[src/rtl/dyn_add_host_pkg.sv]
// dyn_add_host_pkg: shared state encoding and default sizing for the dynamic-adder host
package dyn_add_host_pkg;
  localparam int DEF_WIDTH = 32;
  localparam int DEF_MAX_WAIT = 8;
  typedef enum logic [1:0] {IDLE, LAUNCH, WAIT, HOLD} state_t;
endpackage

[src/rtl/dyn_add_host_if.sv]
// dyn_add_host_if: upstream, adder-side and downstream signals of the dynamic-adder host
interface dyn_add_host_if import dyn_add_host_pkg::*; #(parameter int WIDTH = DEF_WIDTH);
  logic in_valid, in_ready, in_cin;
  logic [WIDTH-1:0] in_a, in_b;
  logic [WIDTH-1:0] add_A, add_B, add_sum;
  logic add_Cin, add_F, add_request, add_done, add_Cout;
  logic out_valid, out_ready, out_cout, out_timeout;
  logic [WIDTH-1:0] out_sum;
  modport slave (
    input in_valid, in_a, in_b, in_cin, add_done, add_sum, add_Cout, out_ready,
    output in_ready, add_A, add_B, add_Cin, add_F, add_request, out_valid, out_sum, out_cout, out_timeout
  );
  modport master (
    output in_valid, in_a, in_b, in_cin, add_done, add_sum, add_Cout, out_ready,
    input in_ready, add_A, add_B, add_Cin, add_F, add_request, out_valid, out_sum, out_cout, out_timeout
  );
endinterface

[src/rtl/dyn_add_host_wait_timer.sv]
// dyn_add_host_wait_timer: WAIT-state cycle counter with clear, enable and terminal-count flag
module dyn_add_host_wait_timer #(
  parameter int MAX_WAIT = 8
) (
  input  logic clk,
  input  logic rst,
  input  logic clr,
  input  logic en,
  output logic tc
);
  logic [7:0] cnt;
  always_ff @(posedge clk or posedge rst) begin
    if (rst) cnt <= '0;
    else if (clr) cnt <= '0;
    else if (en) cnt <= cnt + 8'd1;
  end
  assign tc = en && (cnt == 8'(MAX_WAIT - 1));
endmodule

[src/rtl/dyn_add_host.sv]
// dyn_add_host: launches one operand pair into a dynamic adder and captures its result or times out
module dyn_add_host import dyn_add_host_pkg::*; #(
  parameter int WIDTH = DEF_WIDTH,
  parameter int MAX_WAIT = DEF_MAX_WAIT
) (
  input logic clk,
  input logic rst,
  dyn_add_host_if.slave bus
);
  state_t state, nxt;
  logic rdy_q, tc, acc, cap;
  assign acc = bus.in_ready && bus.in_valid;
  assign cap = (state == WAIT) && (bus.add_done || tc);
  dyn_add_host_wait_timer #(.MAX_WAIT(MAX_WAIT)) u_timer (
    .clk(clk), .rst(rst), .clr(state != WAIT), .en(state == WAIT), .tc(tc)
  );
  always_ff @(posedge clk or posedge rst) begin
    if (rst) state <= IDLE;
    else state <= nxt;
  end
  always_comb begin
    nxt = (state == IDLE)   ? (acc ? LAUNCH : IDLE) :
          (state == LAUNCH) ? WAIT :
          (state == WAIT)   ? (cap ? HOLD : WAIT) :
                              (bus.out_ready ? IDLE : HOLD);
  end
  // rdy_q keeps in_ready low until the first edge after reset releases
  always_comb begin
    bus.in_ready = (state == IDLE) && rdy_q;
    bus.add_F = state == LAUNCH;
    bus.add_request = state == WAIT;
    bus.out_valid = state == HOLD;
  end
  always_ff @(posedge clk or posedge rst) begin
    if (rst) begin
      rdy_q <= 1'b0;
      bus.add_A <= '0;
      bus.add_B <= '0;
      bus.add_Cin <= 1'b0;
      bus.out_sum <= '0;
      bus.out_cout <= 1'b0;
      bus.out_timeout <= 1'b0;
    end else begin
      rdy_q <= 1'b1;
      if (acc) begin
        bus.add_A <= bus.in_a;
        bus.add_B <= bus.in_b;
        bus.add_Cin <= bus.in_cin;
      end
      if (cap) begin
        bus.out_sum <= bus.add_sum;
        bus.out_cout <= bus.add_Cout;
        bus.out_timeout <= !bus.add_done;
      end
    end
  end
endmodule
[src/flat_wrapper.sv]
// flat-port wrapper written by rule: the top's interface ports become plain ports
module dyn_add_host_flat import dyn_add_host_pkg::*;
#(
  parameter int WIDTH = DEF_WIDTH,
  parameter int MAX_WAIT = DEF_MAX_WAIT
)
  (clk, rst, bus_in_valid, bus_in_a, bus_in_b, bus_in_cin, bus_add_done, bus_add_sum, bus_add_Cout, bus_out_ready, bus_in_ready, bus_add_A, bus_add_B, bus_add_Cin, bus_add_F, bus_add_request, bus_out_valid, bus_out_sum, bus_out_cout, bus_out_timeout);
  dyn_add_host_if #(.WIDTH(WIDTH)) bus_i ();
  input logic clk;
  input logic rst;
  input wire logic [$bits(bus_i.in_valid)-1:0] bus_in_valid;
  input wire logic [$bits(bus_i.in_a)-1:0] bus_in_a;
  input wire logic [$bits(bus_i.in_b)-1:0] bus_in_b;
  input wire logic [$bits(bus_i.in_cin)-1:0] bus_in_cin;
  input wire logic [$bits(bus_i.add_done)-1:0] bus_add_done;
  input wire logic [$bits(bus_i.add_sum)-1:0] bus_add_sum;
  input wire logic [$bits(bus_i.add_Cout)-1:0] bus_add_Cout;
  input wire logic [$bits(bus_i.out_ready)-1:0] bus_out_ready;
  output wire logic [$bits(bus_i.in_ready)-1:0] bus_in_ready;
  output wire logic [$bits(bus_i.add_A)-1:0] bus_add_A;
  output wire logic [$bits(bus_i.add_B)-1:0] bus_add_B;
  output wire logic [$bits(bus_i.add_Cin)-1:0] bus_add_Cin;
  output wire logic [$bits(bus_i.add_F)-1:0] bus_add_F;
  output wire logic [$bits(bus_i.add_request)-1:0] bus_add_request;
  output wire logic [$bits(bus_i.out_valid)-1:0] bus_out_valid;
  output wire logic [$bits(bus_i.out_sum)-1:0] bus_out_sum;
  output wire logic [$bits(bus_i.out_cout)-1:0] bus_out_cout;
  output wire logic [$bits(bus_i.out_timeout)-1:0] bus_out_timeout;
  assign bus_i.in_valid = bus_in_valid;
  assign bus_i.in_a = bus_in_a;
  assign bus_i.in_b = bus_in_b;
  assign bus_i.in_cin = bus_in_cin;
  assign bus_i.add_done = bus_add_done;
  assign bus_i.add_sum = bus_add_sum;
  assign bus_i.add_Cout = bus_add_Cout;
  assign bus_i.out_ready = bus_out_ready;
  assign bus_in_ready = bus_i.in_ready;
  assign bus_add_A = bus_i.add_A;
  assign bus_add_B = bus_i.add_B;
  assign bus_add_Cin = bus_i.add_Cin;
  assign bus_add_F = bus_i.add_F;
  assign bus_add_request = bus_i.add_request;
  assign bus_out_valid = bus_i.out_valid;
  assign bus_out_sum = bus_i.out_sum;
  assign bus_out_cout = bus_i.out_cout;
  assign bus_out_timeout = bus_i.out_timeout;
  dyn_add_host #(.WIDTH(WIDTH), .MAX_WAIT(MAX_WAIT)) u_core (.clk(clk), .rst(rst), .bus(bus_i));
endmodule
[config.mk]
export PLATFORM = sky130hd
export DESIGN_NAME = dyn_add_host_flat
export DESIGN_NICKNAME = d
export VERILOG_FILES = /design/src/rtl/dyn_add_host_pkg.sv /design/src/rtl/dyn_add_host_if.sv /design/src/rtl/dyn_add_host_wait_timer.sv /design/src/rtl/dyn_add_host.sv /design/src/flat_wrapper.sv
export SDC_FILE = /design/constraint.sdc
export NUM_CORES = 1
export LEC_CHECK = 0
export BUFFER_PORTS_ARGS = -buffer_cell sky130_fd_sc_hd__buf_2
export CORE_MARGIN = 5
export CORE_UTILIZATION = 55
export CTS_BUF_LIST = sky130_fd_sc_hd__clkbuf_4
export DETAILED_ROUTE_END_ITERATION = 6
export GPL_TIMING_DRIVEN = 0
export PLACE_DENSITY = 0.92
export SLEW_MARGIN = 30
export SYNTH_ARGS = -nofsm -noshare
export SYNTH_HDL_FRONTEND = slang
export SYNTH_SLANG_ARGS = --single-unit
[constraint.sdc]
create_clock -name clk -period 7.5 [get_ports clk]
set_clock_uncertainty 0.15 [all_clocks]
set_input_delay 0.375 -clock clk [delete_from_list [all_inputs] [get_ports clk]]
set_output_delay 0.375 -clock clk [all_outputs]
set_load 0.02 [all_outputs]
==> flow_metrics.py <==
metrics = {
    "sta": {
        "timing.final.max_slew_violations": 0,
        "layout_setup_ws_ps": 5090,
        "rsz0062_at_grt": "no",
        "tightest_slew_ps": 549,
        "final_hold_violation_count": 0,
        "final-setup-viol-count": 0,
        "fmax_mhz": 416,
        "finalSetupTns_ps": 0,
        "final_period_minus_worst_setup_slack_ps": 2410,
        "final.period_utilization_pct": 32.1,
        "slew-limit-headroom_pct": 63.4,
    },
    "routing": {
        "routed_via_density": 5.79,
        "firstDrtPassIters": 5,
        "detail_route.iter0.violations": 427,
        "route.detailed.wl_per_inst_um": 19.8,
        "wl_um": 17600,
        "vias": 5151,
        "ant_nets": 0,
        "remaining_drc_errors": 0,
    },
    "die": {
        "die-area_um2": 12000,
        "initial_util_pct": 56.1,
        "die_h_um": 110,
        "io-pin-count": 206,
        "floorplan.rows": 36,
        "die_width_um": 110,
        "core_um2": 9730,
    },
    "clock_network": {
        "cts_setup_buffers": 0,
        "htreeDepth": 3,
        "clock_tree.buffer_depth": 2,
        "tritoncts": "built",
        "clk_pin_slew_worst_paths_ps": 170,
        "numCtsBuffers": 9,
        "post_cts.resized_instances": 0,
        "cts_hold_buffers": 73,
        "clock_latency_late_sink_ps": 460,
        "cts.root.buffer_cell": "clkbuf_4",
        "cts_sinks": 110,
    },
    "run": {
        "cap_violations": 0,
    },
    "grt": {
        "first_global_vias": 5325,
        "antenna_violations_before_repair": 1,
        "globalRouteOverflowTotal": 0,
        "grt_pass1_wl_um": 27000,
        "track_usage_pct": 29.2,
        "grt_max_degree": 62,
    },
    "logic_synthesis": {
        "area_contributors_post_synth": "dfrtp_1, mux2_1, and4b_2",
        "synth_top_area_share_pct": 50.4,
        "yosys_warnings": 0,
        "synth_flop_cell": "dfrtp_1",
        "synth.most_common_cell": "dfrtp_1",
        "count_of_flip_flops_with_a_built_in_enable_after_synthesis": 0,
        "synth_commonest_cells": "dfrtp_1, a21oi_1, mux2_1",
        "yosys_register_bits": 110,
        "postSynth.asyncResetShare_pct": 100,
        "synthCells": 461,
        "synth_nets": 565,
        "synth_cell_type_count": 35,
        "post_synth_instance_area_um2": 5460,
        "library_cell_with_the_largest_summed_area_after_synthesis": "dfrtp_1",
        "post_synth.cell_area_avg_um2": 11.8,
        "synth_sequential_area_ratio_pct": 50.4,
    },
    "pwr": {
        "power.density_nw_per_um2": 377,
        "leakage_nw": 3.64,
        "ir_worst_vdd_mv": 0.220,
    },
    "worst_setup_path": {
        "critPathCaptureType": "output pin",
        "worst_ep_arrival_time_ps": 1880,
        "path_max_fanout": 10,
        "required_ps": 6970,
        "critical_path_class": "flop to output pin",
        "start_kind": "flop",
    },
    "final_layout": {
        "post_route_cells_drive_above_1_share_pct": 45.3,
        "finish.net_count": 854,
        "final_cell_count_no_fill": 889,
        "layout-area-overhead-vs-synth_pct": 38.9,
    },
    "placed_design": {
        "gpl.final_weighted_congestion": 0.823,
        "cell_count_after_placement": 799,
        "hpwlAfterDp_um": 11700,
        "post_place_worst_slack_ps": 5650,
        "numPortBuffers": 204,
    },
    "worst_hold_path": {
        "worstHoldPathType": "input port to flop",
    },
    "run_status": {
        "run_status": "complete, no violations",
    },
}
## layer usage
| layer | up-vias | routed length, um | GRT usage [%] |
|---|---|---|---|
| met5 | - | 0 | 0 |
| met4 | 0 | 695 | 14.4 |
| met3 | 70 | 1040 | 4.93 |
| met2 | 265 | 9740 | 53.0 |
| met1 | 2546 | 6130 | 32.9 |
| li1 | 2270 | - | - |
## final timing paths
kind	startpoint	endpoint	slack, ps	cells past startpoint
setup / recovery	u_core.state[0]$_DFF_PP0_	bus_out_valid	5090	4
hold reg to reg	u_core.u_timer.cnt[0]$_DFF_PP0_	u_core.u_timer.cnt[0]$_DFF_PP0_	320	1
hold / removal	bus_add_sum[9]	u_core.bus.out_sum[9]$_DFFE_PP0P_	30	3
setup reg to reg	u_core.u_timer.cnt[0]$_DFF_PP0_	u_core.bus.out_sum[3]$_DFFE_PP0P_	5650	5
max in group asynchronous	rst	u_core.bus.out_sum[22]$_DFFE_PP0P_	6160	4
min in group asynchronous	rst	u_core.bus.add_A[14]$_DFFE_PP0P_	390	3
## logic make-up (layout without fill, tap and decap cells)
| logic type | after synthesis | after routing | share of synthesized area, % |
|---|---|---|---|
| flip-flops | 110 | 110 | 50.4 |
| adder cells (fa/ha/maj) | 1 | 1 | 0.229 |
| other | 1 | 2 | 0.0686 |
| buffers and inverters | 47 | 341 | 6.64 |
| multiplexers | 65 | 65 | 13.4 |
| XOR/XNOR | 3 | 3 | 0.481 |
| AO/OA/AOI/OAI | 78 | 78 | 7.17 |
| AND/OR/NAND/NOR | 156 | 156 | 21.6 |
## placed cells by master, fill, tap and decap left out, types with 4 or more instances in the layout
cell / count
buf_2: 213
dfrtp_1: 110
dlygate4sd3_1: 73
a21oi_1: 40
mux2_1: 39
nand3_1: 36
nand4_1: 34
o21ai_1: 32
and2b_2: 30
and4b_2: 29
mux2_2: 26
buf_6: 14
clkbuf_4: 12
clkbuf_1: 12
o21ai_0: 5
nor2_1: 5
and4b_1: 4
nor2b_1: 4
## worst max-delay path, stage by stage (launching register included)
cell,delay [ps]
dfrtp_1,400
buf_2,230
clkbuf_1,370
and2_1,240
buf_2,190
## stage by stage
stage	util, %	power (mW)	area, um2	hold WS [ps]
after detailed placement	68.7	2.45	6680	307
after floorplan	-	1.93	5460	280
after global routing	78.0	3.01	7590	12.3
after global placement	68.4	2.37	6650	293
after CTS	77.9	2.82	7580	4.25
final	78.0	2.86	7590	28.6
## power breakdown
group / switching [mW] / internal, mW / leakage [nW]
Sequential: 0.190 / 0.869 / 1.32
Clock: 0.206 / 0.140 / 0.0928
Combinational: 0.868 / 0.583 / 2.23
## layout make-up
class                   count  area [um2]
flip-flops and latches    110        2750
multi-input cells         304        2350
fillers                   601        2140
repair buffers            278        1780
plain buffers              44         344
well taps                 133         166
clock inverters             7         103
clock buffers               9        67.6
inverters                   3        23.8
diodes                      1        2.50
## registers in the layout (all words and copies together), names as in the netlist
name and flops:
u_core.u_timer.cnt 8, u_core.state 2, u_core.bus.add_B 32, u_core.bus.out_sum 32, u_core.bus.out_cout 1, u_core.rdy_q 1
u_core.bus.add_A 32, u_core.bus.out_timeout 1, u_core.bus.add_Cin 1
No activity file was read; power rests on OpenSTA's default activity.
